$ cat src/rtl/axi4_lite_master_adaptor_if.sv
// AXI4-Lite channel bundle between axi4_lite_master_adaptor and a downstream slave.
interface axi4_lite_master_adaptor_if #(
  parameter int unsigned ADDR_WIDTH = 32,
  parameter int unsigned DATA_WIDTH = 32
);
  localparam int unsigned STRB_WIDTH = DATA_WIDTH / 8;

  logic [ADDR_WIDTH-1:0] awaddr_out;
  logic [2:0]            awprot_out;
  logic                  awvalid_out;
  logic                  awready_in;
  logic [DATA_WIDTH-1:0] wdata_out;
  logic [STRB_WIDTH-1:0] wstrb_out;
  logic                  wvalid_out;
  logic                  wready_in;
  logic [1:0]            bresp_in;
  logic                  bvalid_in;
  logic                  bready_out;
  logic [ADDR_WIDTH-1:0] araddr_out;
  logic [2:0]            arprot_out;
  logic                  arvalid_out;
  logic                  arready_in;
  logic [DATA_WIDTH-1:0] rdata_in;
  logic [1:0]            rresp_in;
  logic                  rvalid_in;
  logic                  rready_out;

  modport master (
    output awaddr_out, awprot_out, awvalid_out, input awready_in,
    output wdata_out, wstrb_out, wvalid_out, input wready_in,
    input  bresp_in, bvalid_in, output bready_out,
    output araddr_out, arprot_out, arvalid_out, input arready_in,
    input  rdata_in, rresp_in, rvalid_in, output rready_out
  );

  modport slave (
    input  awaddr_out, awprot_out, awvalid_out, output awready_in,
    input  wdata_out, wstrb_out, wvalid_out, output wready_in,
    output bresp_in, bvalid_in, input bready_out,
    input  araddr_out, arprot_out, arvalid_out, output arready_in,
    output rdata_in, rresp_in, rvalid_in, input rready_out
  );
endinterface

$ cat src/rtl/axi4_lite_master_adaptor.sv
// Single-outstanding AXI4-Lite master: local write/read commands to AXI channel traffic.
// Optional watchdog abort enabled by defining AXI_MASTER_TIMEOUT_EN.
module axi4_lite_master_adaptor #(
  parameter int unsigned ADDR_WIDTH     = 32,
  parameter int unsigned DATA_WIDTH     = 32,
  parameter int unsigned TIMEOUT_CYCLES = 256
) (
  input  logic                      aclk,
  input  logic                      aresetn,
  input  logic                      wr_start_in,
  input  logic                      rd_start_in,
  input  logic [ADDR_WIDTH-1:0]     addr_in,
  input  logic [2:0]                prot_in,
  input  logic [DATA_WIDTH-1:0]     wdata_in,
  input  logic [DATA_WIDTH/8-1:0]   wstrb_in,
  output logic                      busy_out,
  output logic                      done_out,
  output logic [1:0]                resp_out,
  output logic [DATA_WIDTH-1:0]     rdata_out,
  axi4_lite_master_adaptor_if.master axi
`ifdef AXI_MASTER_TIMEOUT_EN
  ,
  output logic                      timeout_out
`endif
);

  typedef enum logic [2:0] {IDLE, WR_ADDR_DATA, WR_RESP, RD_ADDR, RD_DATA} state_t;

  state_t state;

  // Watchdog limit must leave room for at least one waiting cycle
  if (TIMEOUT_CYCLES < 2) begin : g_bad_timeout
    $error("TIMEOUT_CYCLES must be at least 2");
  end

  logic aw_hs_c, w_hs_c, b_hs_c, ar_hs_c, r_hs_c;
  assign aw_hs_c = axi.awvalid_out & axi.awready_in;
  assign w_hs_c  = axi.wvalid_out  & axi.wready_in;
  assign b_hs_c  = axi.bvalid_in   & axi.bready_out;
  assign ar_hs_c = axi.arvalid_out & axi.arready_in;
  assign r_hs_c  = axi.rvalid_in   & axi.rready_out;

  // A channel is finished once its valid is low or is handshaking this cycle
  logic aw_fin_c, w_fin_c;
  assign aw_fin_c = ~axi.awvalid_out | axi.awready_in;
  assign w_fin_c  = ~axi.wvalid_out  | axi.wready_in;

`ifdef AXI_MASTER_TIMEOUT_EN
  localparam int unsigned CNT_W = $clog2(TIMEOUT_CYCLES);
  logic [CNT_W-1:0] tmo_cnt;
  logic any_hs_c, timeout_hit_c;
  assign any_hs_c      = aw_hs_c | w_hs_c | b_hs_c | ar_hs_c | r_hs_c;
  assign timeout_hit_c = (state != IDLE) && !any_hs_c &&
                         (tmo_cnt == CNT_W'(TIMEOUT_CYCLES - 1));
`endif

  always_ff @(posedge aclk or negedge aresetn) begin
    if (!aresetn) begin
      state           <= IDLE;
      busy_out        <= 1'b0;
      done_out        <= 1'b0;
      resp_out        <= 2'b00;
      rdata_out       <= '0;
      axi.awaddr_out  <= '0;
      axi.awprot_out  <= 3'b000;
      axi.awvalid_out <= 1'b0;
      axi.wdata_out   <= '0;
      axi.wstrb_out   <= '0;
      axi.wvalid_out  <= 1'b0;
      axi.bready_out  <= 1'b0;
      axi.araddr_out  <= '0;
      axi.arprot_out  <= 3'b000;
      axi.arvalid_out <= 1'b0;
      axi.rready_out  <= 1'b0;
`ifdef AXI_MASTER_TIMEOUT_EN
      tmo_cnt         <= '0;
      timeout_out     <= 1'b0;
`endif
    end else begin
      done_out <= 1'b0;
      case (state)
        IDLE: begin
          if (wr_start_in) begin
            axi.awaddr_out  <= addr_in;
            axi.awprot_out  <= prot_in;
            axi.wdata_out   <= wdata_in;
            axi.wstrb_out   <= wstrb_in;
            axi.awvalid_out <= 1'b1;
            axi.wvalid_out  <= 1'b1;
            busy_out        <= 1'b1;
            state           <= WR_ADDR_DATA;
          end else if (rd_start_in) begin
            axi.araddr_out  <= addr_in;
            axi.arprot_out  <= prot_in;
            axi.arvalid_out <= 1'b1;
            busy_out        <= 1'b1;
            state           <= RD_ADDR;
          end
        end
        WR_ADDR_DATA: begin
          if (aw_hs_c) axi.awvalid_out <= 1'b0;
          if (w_hs_c)  axi.wvalid_out  <= 1'b0;
          if (aw_fin_c && w_fin_c) begin
            axi.bready_out <= 1'b1;
            state          <= WR_RESP;
          end
        end
        WR_RESP: begin
          if (b_hs_c) begin
            axi.bready_out <= 1'b0;
            resp_out       <= axi.bresp_in;
            done_out       <= 1'b1;
            busy_out       <= 1'b0;
            state          <= IDLE;
          end
        end
        RD_ADDR: begin
          if (ar_hs_c) begin
            axi.arvalid_out <= 1'b0;
            axi.rready_out  <= 1'b1;
            state           <= RD_DATA;
          end
        end
        RD_DATA: begin
          if (r_hs_c) begin
            rdata_out      <= axi.rdata_in;
            resp_out       <= axi.rresp_in;
            axi.rready_out <= 1'b0;
            done_out       <= 1'b1;
            busy_out       <= 1'b0;
            state          <= IDLE;
          end
        end
        default: state <= IDLE;
      endcase
`ifdef AXI_MASTER_TIMEOUT_EN
      // Watchdog: counts idle waiting cycles, abort overrides the case above
      if (state == IDLE || any_hs_c || timeout_hit_c) tmo_cnt <= '0;
      else                                            tmo_cnt <= tmo_cnt + CNT_W'(1);
      if (timeout_hit_c) begin
        axi.awvalid_out <= 1'b0;
        axi.wvalid_out  <= 1'b0;
        axi.bready_out  <= 1'b0;
        axi.arvalid_out <= 1'b0;
        axi.rready_out  <= 1'b0;
        resp_out        <= 2'b11;
        done_out        <= 1'b1;
        busy_out        <= 1'b0;
        timeout_out     <= 1'b1;
        state           <= IDLE;
      end
`endif
    end
  end

endmodule

$ cat src/flat_wrapper.sv
// flat-port wrapper written by rule: the top's interface ports become plain ports
module axi4_lite_master_adaptor_flat 
#(
  parameter int unsigned ADDR_WIDTH     = 32,
  parameter int unsigned DATA_WIDTH     = 32,
  parameter int unsigned TIMEOUT_CYCLES = 256
)
  (aclk, aresetn, wr_start_in, rd_start_in, addr_in, prot_in, wdata_in, wstrb_in, busy_out, done_out, resp_out, rdata_out, axi_awaddr_out, axi_awprot_out, axi_awvalid_out, axi_awready_in, axi_wdata_out, axi_wstrb_out, axi_wvalid_out, axi_wready_in, axi_bresp_in, axi_bvalid_in, axi_bready_out, axi_araddr_out, axi_arprot_out, axi_arvalid_out, axi_arready_in, axi_rdata_in, axi_rresp_in, axi_rvalid_in, axi_rready_out);
  axi4_lite_master_adaptor_if #(.ADDR_WIDTH(ADDR_WIDTH), .DATA_WIDTH(DATA_WIDTH)) axi_i ();
  input  logic aclk;
  input  logic aresetn;
  input  logic wr_start_in;
  input  logic rd_start_in;
  input  logic [ADDR_WIDTH-1:0] addr_in;
  input  logic [2:0] prot_in;
  input  logic [DATA_WIDTH-1:0] wdata_in;
  input  logic [DATA_WIDTH/8-1:0] wstrb_in;
  output logic busy_out;
  output logic done_out;
  output logic [1:0] resp_out;
  output logic [DATA_WIDTH-1:0] rdata_out;
  output wire logic [$bits(axi_i.awaddr_out)-1:0] axi_awaddr_out;
  output wire logic [$bits(axi_i.awprot_out)-1:0] axi_awprot_out;
  output wire logic [$bits(axi_i.awvalid_out)-1:0] axi_awvalid_out;
  input wire logic [$bits(axi_i.awready_in)-1:0] axi_awready_in;
  output wire logic [$bits(axi_i.wdata_out)-1:0] axi_wdata_out;
  output wire logic [$bits(axi_i.wstrb_out)-1:0] axi_wstrb_out;
  output wire logic [$bits(axi_i.wvalid_out)-1:0] axi_wvalid_out;
  input wire logic [$bits(axi_i.wready_in)-1:0] axi_wready_in;
  input wire logic [$bits(axi_i.bresp_in)-1:0] axi_bresp_in;
  input wire logic [$bits(axi_i.bvalid_in)-1:0] axi_bvalid_in;
  output wire logic [$bits(axi_i.bready_out)-1:0] axi_bready_out;
  output wire logic [$bits(axi_i.araddr_out)-1:0] axi_araddr_out;
  output wire logic [$bits(axi_i.arprot_out)-1:0] axi_arprot_out;
  output wire logic [$bits(axi_i.arvalid_out)-1:0] axi_arvalid_out;
  input wire logic [$bits(axi_i.arready_in)-1:0] axi_arready_in;
  input wire logic [$bits(axi_i.rdata_in)-1:0] axi_rdata_in;
  input wire logic [$bits(axi_i.rresp_in)-1:0] axi_rresp_in;
  input wire logic [$bits(axi_i.rvalid_in)-1:0] axi_rvalid_in;
  output wire logic [$bits(axi_i.rready_out)-1:0] axi_rready_out;
  assign axi_awaddr_out = axi_i.awaddr_out;
  assign axi_awprot_out = axi_i.awprot_out;
  assign axi_awvalid_out = axi_i.awvalid_out;
  assign axi_i.awready_in = axi_awready_in;
  assign axi_wdata_out = axi_i.wdata_out;
  assign axi_wstrb_out = axi_i.wstrb_out;
  assign axi_wvalid_out = axi_i.wvalid_out;
  assign axi_i.wready_in = axi_wready_in;
  assign axi_i.bresp_in = axi_bresp_in;
  assign axi_i.bvalid_in = axi_bvalid_in;
  assign axi_bready_out = axi_i.bready_out;
  assign axi_araddr_out = axi_i.araddr_out;
  assign axi_arprot_out = axi_i.arprot_out;
  assign axi_arvalid_out = axi_i.arvalid_out;
  assign axi_i.arready_in = axi_arready_in;
  assign axi_i.rdata_in = axi_rdata_in;
  assign axi_i.rresp_in = axi_rresp_in;
  assign axi_i.rvalid_in = axi_rvalid_in;
  assign axi_rready_out = axi_i.rready_out;
  axi4_lite_master_adaptor #(.ADDR_WIDTH(ADDR_WIDTH), .DATA_WIDTH(DATA_WIDTH), .TIMEOUT_CYCLES(TIMEOUT_CYCLES)) u_core (.aclk(aclk), .aresetn(aresetn), .wr_start_in(wr_start_in), .rd_start_in(rd_start_in), .addr_in(addr_in), .prot_in(prot_in), .wdata_in(wdata_in), .wstrb_in(wstrb_in), .busy_out(busy_out), .done_out(done_out), .resp_out(resp_out), .rdata_out(rdata_out), .axi(axi_i));
endmodule
$ cat config.mk
export PLATFORM = sky130hd
export DESIGN_NAME = axi4_lite_master_adaptor_flat
export DESIGN_NICKNAME = d
export VERILOG_FILES = /design/src/rtl/axi4_lite_master_adaptor_if.sv /design/src/rtl/axi4_lite_master_adaptor.sv /design/src/flat_wrapper.sv
export SDC_FILE = /design/constraint.sdc
export NUM_CORES = 1
export LEC_CHECK = 0
export CAP_MARGIN = 20
export CORE_MARGIN = 2
export CORE_UTILIZATION = 43
export DETAILED_ROUTE_END_ITERATION = 10
export PLACE_DENSITY = 0.83
export SLEW_MARGIN = 25
export SYNTH_ARGS = -nofsm -noshare
export SYNTH_HDL_FRONTEND = slang
export SYNTH_SLANG_ARGS = --single-unit
export TNS_END_PERCENT = 20
$ cat constraint.sdc
create_clock -name aclk -period 4.7 [get_ports aclk]
set_input_delay 0.94 -clock aclk [delete_from_list [all_inputs] [get_ports aclk]]
set_output_delay 0.94 -clock aclk [all_outputs]
set_load 0.1 [all_outputs]
# --- Yosys cells after proc, flatten, opt, wreduce, memory -nomap -nowiden ---
# Index checks and enable logic that the tools add are counted.
# Widths: inputs -> output; s select.
totals:
  register_bits: 150
  latchBits: 0
  ramBits: 0
  rom_bits: 0
  inputBits: 116
  output_inout_bits: 147
  word_cells: 89
  memories: 0
classes:
  add_sub_neg: 0
  n_mul: 0
  div_mod_pow: 0
  n_lt_le_gt_ge: 0
  eq_ne: 14
  shifts: 0
  muxes: 30
  bitwise_logic: 10
  n_reduce_logical: 19
ops:
  columns: ["op", "n"]
  rows:
  - ["$mux 3", 6]
  - ["$reduce_and 3->1", 6]
  - ["$pmux 3 s5", 1]
  - ["$mux 1", 13]
  - ["$ne 2x1->1 const B", 6]
  - ["$pmux 1 s2", 6]
  - ["$reduce_bool 2->1", 5]
  - ["$reduce_and 4->1", 2]
  - ["$eq 3x2->1 const B", 2]
  - ["$ne 2x2->1 const B", 3]
  - ["$and 1x1->1", 5]
  - ["$reduce_and 5->1", 1]
  - ["$mux 2", 2]
  - ["$pmux 2 s2", 1]
  - ["$reduce_and 2->1", 2]
  - ["$eq 3x1->1 const B", 1]
  - ["$eq 3x3->1 const B", 1]
  - ["$logic_not 3->1", 1]
  - ["$ne 3x3->1 const B", 1]
  - ["$not 1->1", 3]
  - ["$pmux 1 s3", 1]
  - ["$reduce_bool 3->1", 1]
  - ["$or 1x1->1", 2]
  - ["$logic_and 1x1->1", 1]

# --- Depth between registers and ports, before layout ---
# Gate-level depths: netlist of run 1.
logic_depth:
  depth_word: 5
  ltp_mapped: 5
  ltp_nobuf: 4

# --- Least setup slack after synthesis of run 1 ---
# OpenSTA, ideal clock, no wires.
synth_path:
  path_kind: "flip-flop to flip-flop"
  startpoint: "reg u_core.axi.rready_out"
  endpoint: "reg u_core.rdata_out[10]"
  setup_ps: 128
  arrival_ps: 1836
  required_ps: 4572
  setup_slack_ps: 2736
  stages_incl_launch_ff: 5
  n_path_buf: 2
  synth_period_minus_slack_ps: 1964
  cell_sequence: "dfrtp_1 > and3_4 > buf_6 > buf_6 > mux2_1"
synth_between:
  elab_chain_len: 2
synth_lines:
  columns: ["element", "line", "text"]
  rows:
  - ["start, declared", "axi4_lite_master_adaptor_if.sv:33", "input rdata_in, rresp_in, rvalid_in, output rready_out"]
  - ["start signal, assigned", "axi4_lite_master_adaptor.sv:74", "axi.rready_out <= 1'b0;"]
  - ["start signal, assigned", "axi4_lite_master_adaptor.sv:120", "axi.rready_out <= 1'b1;"]
  - ["start signal, assigned", "axi4_lite_master_adaptor.sv:128", "axi.rready_out <= 1'b0;"]
  - ["$and 1x1->1", "axi4_lite_master_adaptor.sv:41", "assign r_hs_c = axi.rvalid_in & axi.rready_out;"]
  - ["$reduce_and 2->1 (no source line)", null, null]
  - ["end signal, assigned", "axi4_lite_master_adaptor.sv:126", "rdata_out <= axi.rdata_in;"]
  - ["end, declared", "axi4_lite_master_adaptor.sv:19", "output logic [DATA_WIDTH-1:0] rdata_out,"]
# Every way passes these cells.
# A chain may end at the register's enable or synchronous reset.

# --- Worst setup path after layout of run 1 ---
layout_path:
  startpoint: "reg u_core.axi.rready_out"
  endpoint: "out axi_rready_out"
layout_lines:
  columns: ["element", "line", "text"]
  rows:
  - ["end, declared", "flat_wrapper.sv:40", "output wire logic [$bits(axi_i.rready_out)-1:0] axi_rready_out;"]
# No word-level cell between the ends.

==> flow_metrics.py, run 1 <==
metrics = {
    "critical_path": {
        "critPathTopFamily": "buffers and inverters",
        "path_cells": "clkdlybuf4s50_1",
        "r2r_slack_ns": 2.42,
        "cpPeakStageDelay_ns": 1.20,
        "r2r_end": "u_core.axi.wdata_out[31]",
        "reg2reg_from": "u_core.state[1]",
        "critPathBufInv": 1,
        "required_ns": 3.76,
        "critPathCaptureType": "primary output",
        "cp-start-kind": "flip-flop",
        "critPathMaxFanout": 5,
        "arrival_ns": 2.00,
        "path_class": "reg -> out",
        "rr_worst_depth": 3,
        "slowest_stage": "clkdlybuf4s50_1",
    },
    "place": {
        "hpwl_um": 10160,
        "dp_slack_ns": 1.775,
        "dp_cells": 780,
        "place_area_mm2": 0.008509,
        "port_buffers": 262,
        "gp_congestion": 0.7844,
    },
    "synthesis": {
        "synthAdderAreaFrac_pct": 0,
        "synth_cell_types": 30,
        "syn_avg_cell_area_um2": 16.20,
        "synth_top_family_by_area": "multiplexers",
        "synth_mux_area_share_pct": 27.86,
        "yosysTopAreaCell": "dfrtp_1",
        "syn_inst": 356,
        "synthSimpleGateAreaFrac_pct": 2.300,
        "yosys_warnings": 0,
        "synthXorXnorAreaFrac_pct": 0,
        "synth_common_cells": "dfrtp_1, mux2_1, mux2_2, nand2_1, o21ai_0",
        "ys_async_sr_fraction_pct": 100.0,
        "synth-compound-area-share_pct": 2.365,
        "synth_top_cell_area_share_pct": 65.09,
        "netlist_area_mm2": 0.005767,
        "synth-edff-count": 0,
        "synth_ff_type": "dfrtp_1",
        "syn-num-nets": 472,
        "synthTopCellsByArea": "dfrtp_1, mux2_1, mux2_2",
        "ys_ff_latch": 150,
        "yosysSeqAreaShare_pct": 65.09,
        "yosysMostFrequentCell": "dfrtp_1",
    },
    "final_layout": {
        "final_cells": 811,
        "final_nets": 740,
        "diodes": 0,
        "layout-drive-gt1-share_pct": 12.28,
        "final_area_mm2": 0.009135,
        "area_growth_pct": 58.41,
    },
    "job": {
        "cap_violations": 0,
    },
    "timing": {
        "setup_viol": 0,
        "rsz0062_at_grt": "no",
        "setup_tns_ns": 0,
        "fin_ws_ns": 1.762,
        "fin_crit_sh_pct": 62.51,
        "skew_ns": 0.008022,
        "slew_violations": 0,
        "hold_viol_final": 0,
        "maxSlewHeadroom_pct": 30.85,
        "max_freq_mhz": 340.4,
        "tightest_slew_ns": 1.034,
        "fin_crit_ns": 2.938,
    },
    "drt": {
        "drt_iter0_markers": 152,
        "num_vias": 3906,
        "wl_per_cell_um": 17.32,
        "drt-total-wl_um": 14050,
        "dr.pass1.iters": 4,
        "drc": 0,
        "vias_per_cell": 4.816,
        "postRouteAntennaNets": 0,
    },
    "grt": {
        "grt_pass1_wl_um": 22240,
        "grt_pass1_vias": 4215,
        "antenna_found_initial": 0,
        "grt_max_degree": 104,
        "track_usage_pct": 20.19,
        "grt_overflow": 0,
    },
    "floorplan": {
        "die_area_mm2": 0.01435,
        "coreArea_mm2": 0.01319,
        "die_h_um": 119.8,
        "rows": 42,
        "start_util_pct": 43.72,
        "die_w_um": 119.8,
        "io_pins": 263,
    },
    "run_status": {
        "status": "finished clean",
    },
    "hold_path": {
        "min-delay-path-class": "in -> async",
    },
    "clocking": {
        "clk_pin_slew_worst_paths_ns": 0.05,
        "tritoncts": "yes",
        "cts_sinks": 150,
        "post_cts_resized": 0,
        "cts_setup_buffers": 0,
        "ctsRootBufferMaster": "clkbuf_16",
        "ctsHoldBuffers": 0,
        "htree_levels": 4,
        "clk_latency_ns": 0.41,
        "cts_buffer_depth": 2,
        "numCtsBuffers": 17,
    },
}
[registers in the layout (all words and copies together) (netlist names)]
name / cells
u_core.axi.araddr_out: 32
u_core.axi.awaddr_out: 32
u_core.axi.wdata_out: 32
u_core.rdata_out: 32
u_core.axi.wstrb_out: 4
u_core.axi.arprot_out: 3
u_core.axi.awprot_out: 3
u_core.state: 3
u_core.resp_out: 2
u_core.axi.arvalid_out: 1
u_core.axi.awvalid_out: 1
u_core.axi.bready_out: 1
u_core.axi.rready_out: 1
u_core.axi.wvalid_out: 1
u_core.busy_out: 1
u_core.done_out: 1
[area by class of cell]
class,instances,area (µm²)
Sequential cell,150,3754
Clock buffer,22,474.2
Timing Repair Buffer,266,2674
Fill cell,911,4055
Inverter,3,11.26
Clock inverter,8,123.9
Tap cell,176,220.2
Multi-Input combinational cell,186,1878
[worst max path at each step]
stage	cells after the start	slack [ns]	to	startpoint
detailed placement	3	1.77	u_core.axi.wdata_out[31]	wr_start_in
global placement	3	1.82	u_core.axi.awaddr_out[31]	wr_start_in
floorplan	4	2.74	u_core.rdata_out[10]	u_core.axi.rready_out
CTS	1	1.72	axi_awvalid_out	u_core.axi.awvalid_out
finish	1	1.76	axi_rready_out	u_core.axi.rready_out
global route	1	1.69	axi_awvalid_out	u_core.axi.awvalid_out
[cell families (layout without fill, tap and decap cells)]
family / Yosys count / in the layout
simple gates: 25 / 25
flops: 150 / 150
mux: 142 / 142
buf+inv: 20 / 299
compound gates: 19 / 19
[stage by stage]
step                utilization, %  hold slack (ns)
floorplan                        -           0.5928
global placement             64.51           0.4661
detailed placement           64.51           0.4737
CTS                          69.05           0.4864
global route                 69.26           0.4020
finish                       69.26           0.4063
[cell usage in the layout, fill, tap and decap left out, types with 2 or more instances in the layout]
master           instances
a21oi_1                  3
buf_4                    3
bufinv_16                3
clkbuf_1                 2
clkbuf_16               17
clkbuf_8                 3
clkdlybuf4s50_1        261
clkinv_2                 2
clkinvlp_4               2
dfrtp_1                150
inv_1                    3
mux2_1                 104
mux2_2                  36
mux2_4                   2
nand2_1                 11
nor2_1                   5
o21ai_0                  8
[metal layers]
layer / up-vias / share of wire (%) / routed length [µm] / track usage, %
li1: 1790 / - / - / -
met1: 1908 / 38 / 5326 / 22.00
met2: 176 / 50 / 7047 / 33.96
met3: 32 / 9.0 / 1270 / 8.460
met4: 0 / 2.9 / 406 / 9.779
met5: - / 0 / 0 / 0
Power of run 1 is not shown: default switching activity piles up to over one toggle a cycle in this logic, so the estimate is an artifact.
==> inputs of run 2 (changes only) <==
- CORE_UTILIZATION: 43 -> 42
- PLACE_DENSITY: 0.83 -> 0.81
- clock period: 4.7 -> 3 ns (I/O delays scaled with it)
==> flow_metrics.py, run 2 (synthesis gave the netlist of run 1 again) <==
metrics = {
    "clocking": {
        "cts_sinks": 150,
        "post_cts_resized": 0,
        "clk_pin_slew_worst_paths_ns": 0.06,
        "clk_latency_ns": 0.41,
        "cts_buffer_depth": 2,
        "tritoncts": "yes",
        "htree_levels": 4,
        "ctsRootBufferMaster": "clkbuf_16",
        "cts_setup_buffers": 0,
        "numCtsBuffers": 17,
        "ctsHoldBuffers": 0,
    },
    "drt": {
        "drc": 0,
        "num_vias": 3931,
        "vias_per_cell": 4.829,
        "dr.pass1.iters": 4,
        "drt_iter0_markers": 120,
        "wl_per_cell_um": 17.36,
        "postRouteAntennaNets": 0,
        "drt-total-wl_um": 14130,
    },
    "critical_path": {
        "cp-start-kind": "flip-flop",
        "critPathCaptureType": "flip-flop",
        "cpPeakStageDelay_ns": 0.55,
        "critPathBufInv": 0,
        "required_ns": 3.30,
        "arrival_ns": 2.39,
        "path_depth": 4,
        "slowest_stage": "and3_4",
        "rr_worst_depth": 4,
        "path_class": "reg -> reg",
        "path_cells": "nor3b_2 -> and3_4 -> a41o_4 -> mux2_4",
        "critPathTopFamily": "simple AND/OR/NAND/NOR gates",
        "critPathMaxFanout": 33,
    },
    "timing": {
        "whs_ns": 0.1789,
        "maxSlewHeadroom_pct": 56.59,
        "setup_viol": 0,
        "fin_ws_ns": 0.9033,
        "fin_crit_ns": 2.097,
        "rsz0062_at_grt": "no",
        "tightest_slew_ns": 0.6511,
        "max_freq_mhz": 476.9,
        "setup_tns_ns": 0,
        "skew_ns": 0.004689,
        "slew_violations": 0,
        "fin_crit_sh_pct": 69.89,
        "hold_viol_final": 0,
    },
    "place": {
        "hpwl_um": 10490,
        "port_buffers": 262,
        "dp_slack_ns": 0.7001,
        "gp_congestion": 0.7934,
    },
    "floorplan": {
        "start_util_pct": 43.20,
        "die_w_um": 121.2,
        "die_area_mm2": 0.01468,
        "io_pins": 263,
        "coreArea_mm2": 0.01335,
        "die_h_um": 121.2,
        "rows": 42,
    },
    "grt": {
        "track_usage_pct": 19.57,
        "grt_overflow": 0,
        "grt_pass1_wl_um": 21780,
        "grt_pass1_vias": 4243,
        "antenna_found_initial": 0,
        "grt_max_degree": 70,
    },
    "run_status": {
        "status": "finished clean",
    },
    "final_layout": {
        "final_nets": 741,
        "final_cell_mix": "buf_4, dfrtp_1, clkdlybuf4s50_1",
        "finish.utilization_pct": 65.97,
        "layout-drive-gt1-share_pct": 35.74,
        "diodes": 0,
        "area_growth_pct": 52.70,
    },
    "hold_path": {
        "min-delay-path-class": "in -> async",
    },
    "job": {
        "cap_violations": 0,
    },
}
[run 2: cell count changes in the layout (fill, tap and decap cells not counted), sizes merged]
cell	change
buf	+148
bufinv	+1
clkdlybuf4s50	-147
clkinv	+3
clkinvlp	-2
[run 2: cell type report]
type | instances | area [µm²]
well taps | 176 | 220.2
clock inverters | 10 | 150.1
flip-flops and latches | 150 | 3754
fillers | 988 | 4542
clock buffers | 22 | 474.2
inverters | 3 | 11.26
repair buffers | 267 | 2318
multi-input cells | 186 | 1878
[run 2: stage by stage]
step | std cells | instance area [µm²]
2_1_floorplan | 356 | 5767
3_3_place_gp | 782 | 8182
3_5_place_dp | 782 | 8182
4_1_cts | 814 | 8806
5_1_grt | 814 | 8806
6_report | 814 | 8806
[run 2: worst register-to-register path, cell delays in order, from the launching register on]
cell and delay [ns]:
dfrtp_1 0.52, nor3b_2 0.41, and3_4 0.55, a41o_4 0.21, mux2_4 0.30
[run 2: worst paths after layout]
check,from,endpoint,slack (ns)
worst min-delay path,aresetn,u_core.axi.araddr_out[8],0.18
worst max-delay path,u_core.state[1],u_core.resp_out[0],0.90
max in group asynchronous,aresetn,u_core.axi.wdata_out[23],2.04
worst max register to register,u_core.state[1],u_core.resp_out[0],0.90
min in group aclk,u_core.axi.awaddr_out[28],u_core.axi.awaddr_out[28],0.48
worst min register to register,u_core.axi.awaddr_out[28],u_core.axi.awaddr_out[28],0.48
[run 2: metal layers]
metal / vias to the layer above / part of all wire [%] / GRT usage (%)
li1: 1798 / - / -
met1: 1924 / 37 / 20.88
met2: 178 / 50 / 33.67
met3: 31 / 10 / 8.036
met4: 0 / 2.9 / 9.195
met5: - / 0 / 0
Power of run 2 is left out for the same reason.
==> inputs of run 3 (changes only) <==
- clock period: 3 -> 2.15 ns (I/O delays scaled with it)
==> flow_metrics.py, run 3 (synthesis gave the netlist of run 1 again) <==
metrics = {
    "critical_path": {
        "cpPeakStageDelay_ns": 0.52,
        "critPathMaxFanout": 43,
        "slowest_stage": "dfrtp_1",
        "cp-start-kind": "flip-flop",
        "path_class": "reg -> reg",
        "path_cells": "nor3_2 -> and2_4 -> buf_12 -> mux2_1",
        "critPathLaunch": "u_core.state[1]",
        "required_ns": 2.43,
        "critPathBufInv": 1,
        "arrival_ns": 2.13,
        "critPathCaptureType": "flip-flop",
        "critPathTopFamily": "simple AND/OR/NAND/NOR gates",
        "reg2reg_from": "u_core.state[1]",
    },
    "drt": {
        "postRouteAntennaNets": 0,
        "drt_iter0_markers": 124,
        "num_vias": 3923,
        "dr.pass1.iters": 4,
        "drt-total-wl_um": 13990,
        "wl_per_cell_um": 17.06,
        "vias_per_cell": 4.784,
        "drc": 0,
    },
    "timing": {
        "tightest_slew_ns": 0.6076,
        "setup_tns_ns": 0,
        "slew_violations": 0,
        "skew_ns": 0.008216,
        "rsz0062_at_grt": "no",
        "maxSlewHeadroom_pct": 59.49,
        "fin_crit_ns": 1.847,
        "hold_viol_final": 0,
        "fin_crit_sh_pct": 85.93,
        "setup_viol": 0,
        "max_freq_mhz": 541.3,
    },
    "final_layout": {
        "area_growth_pct": 54.96,
        "finish.utilization_pct": 66.95,
        "layout-drive-gt1-share_pct": 36.02,
        "final_nets": 748,
        "final_cell_mix": "buf_4, dfrtp_1, clkdlybuf4s50_1",
        "final_common_cell": "buf_4",
        "diodes": 0,
    },
    "floorplan": {
        "start_util_pct": 43.20,
        "die_area_mm2": 0.01468,
        "rows": 42,
        "die_h_um": 121.2,
        "coreArea_mm2": 0.01335,
        "die_w_um": 121.2,
        "io_pins": 263,
    },
    "clocking": {
        "cts_setup_buffers": 0,
        "clk_pin_slew_worst_paths_ns": 0.06,
        "cts_buffer_depth": 2,
        "htree_levels": 4,
        "clk_latency_ns": 0.41,
        "tritoncts": "yes",
        "cts_sinks": 150,
        "ctsRootBufferMaster": "clkbuf_16",
        "post_cts_resized": 0,
        "ctsHoldBuffers": 0,
        "numCtsBuffers": 17,
    },
    "place": {
        "port_buffers": 262,
        "gp_congestion": 0.7799,
        "hpwl_um": 10680,
    },
    "grt": {
        "grt_pass1_vias": 4416,
        "grtUsageMet3_pct": 6.767,
        "grt_pass1_wl_um": 22540,
        "antenna_found_initial": 0,
        "grt_overflow": 0,
        "track_usage_pct": 19.86,
        "grt_max_degree": 67,
        "grtUsageMet2_pct": 35.36,
        "grt_use_met1_pct": 21.99,
        "grt.busiest_layer": "met2",
    },
    "job": {
        "cap_violations": 0,
    },
    "hold_path": {
        "min-delay-path-class": "in -> async",
    },
    "run_status": {
        "status": "finished clean",
    },
}
run 3: cell types whose count changed in the layout (fill, tap and decap cells not counted), sizes merged:
cell	previous run	this run
buf	153	160
bufinv	4	5
clkbuf	22	23
clkinv	6	2
clkinvlp	0	1
run 3: path summary, 6_finish.rpt:
check                                       endpoint  slack (ns)  cells after the start
min in group aclk          u_core.axi.awaddr_out[21]        0.48                      1
min reg2reg                u_core.axi.awaddr_out[21]        0.48                      1
min                         u_core.axi.araddr_out[8]       0.007                      1
max reg2reg                u_core.axi.awaddr_out[10]        0.30                      4
max                        u_core.axi.awaddr_out[10]        0.30                      4
max in group asynchronous     u_core.axi.awvalid_out        1.48                      2
run 3: final cells by class:
| cell class | instances | area, µm² |
|---|---|---|
| Clock inverter | 8 | 171.4 |
| Timing Repair Buffer | 274 | 2434 |
| Tap cell | 176 | 220.2 |
| Inverter | 3 | 11.26 |
| Clock buffer | 23 | 467.9 |
| Multi-Input combinational cell | 186 | 1878 |
| Fill cell | 968 | 4412 |
| Sequential cell | 150 | 3754 |
run 3: layer usage:
| layer | up-vias | share of wire, % |
|---|---|---|
| li1 | 1802 | - |
| met1 | 1936 | 38 |
| met2 | 169 | 52 |
| met3 | 16 | 8.4 |
| met4 | 0 | 1.5 |
| met5 | - | 0 |
run 3: worst reg2reg max path, cell delays in order (launching register included):
cell,delay (ns)
dfrtp_1,0.52
nor3_2,0.34
and2_4,0.23
buf_12,0.24
mux2_1,0.40
run 3: per-stage QoR:
stage               hold slack [ns]  cell area (µm²)  worst slack, ns  cells
finish                     0.007426             8936           0.3026    820
global route                0.03370             8936           0.2126    820
CTS                         0.01845             8936           0.2848    820
detailed placement           0.4584             8297           0.2275    789
global placement             0.4513             8297           0.2851    789
floorplan                    0.1344             5767           0.1860    356
Power of run 3 is left out for the same reason.
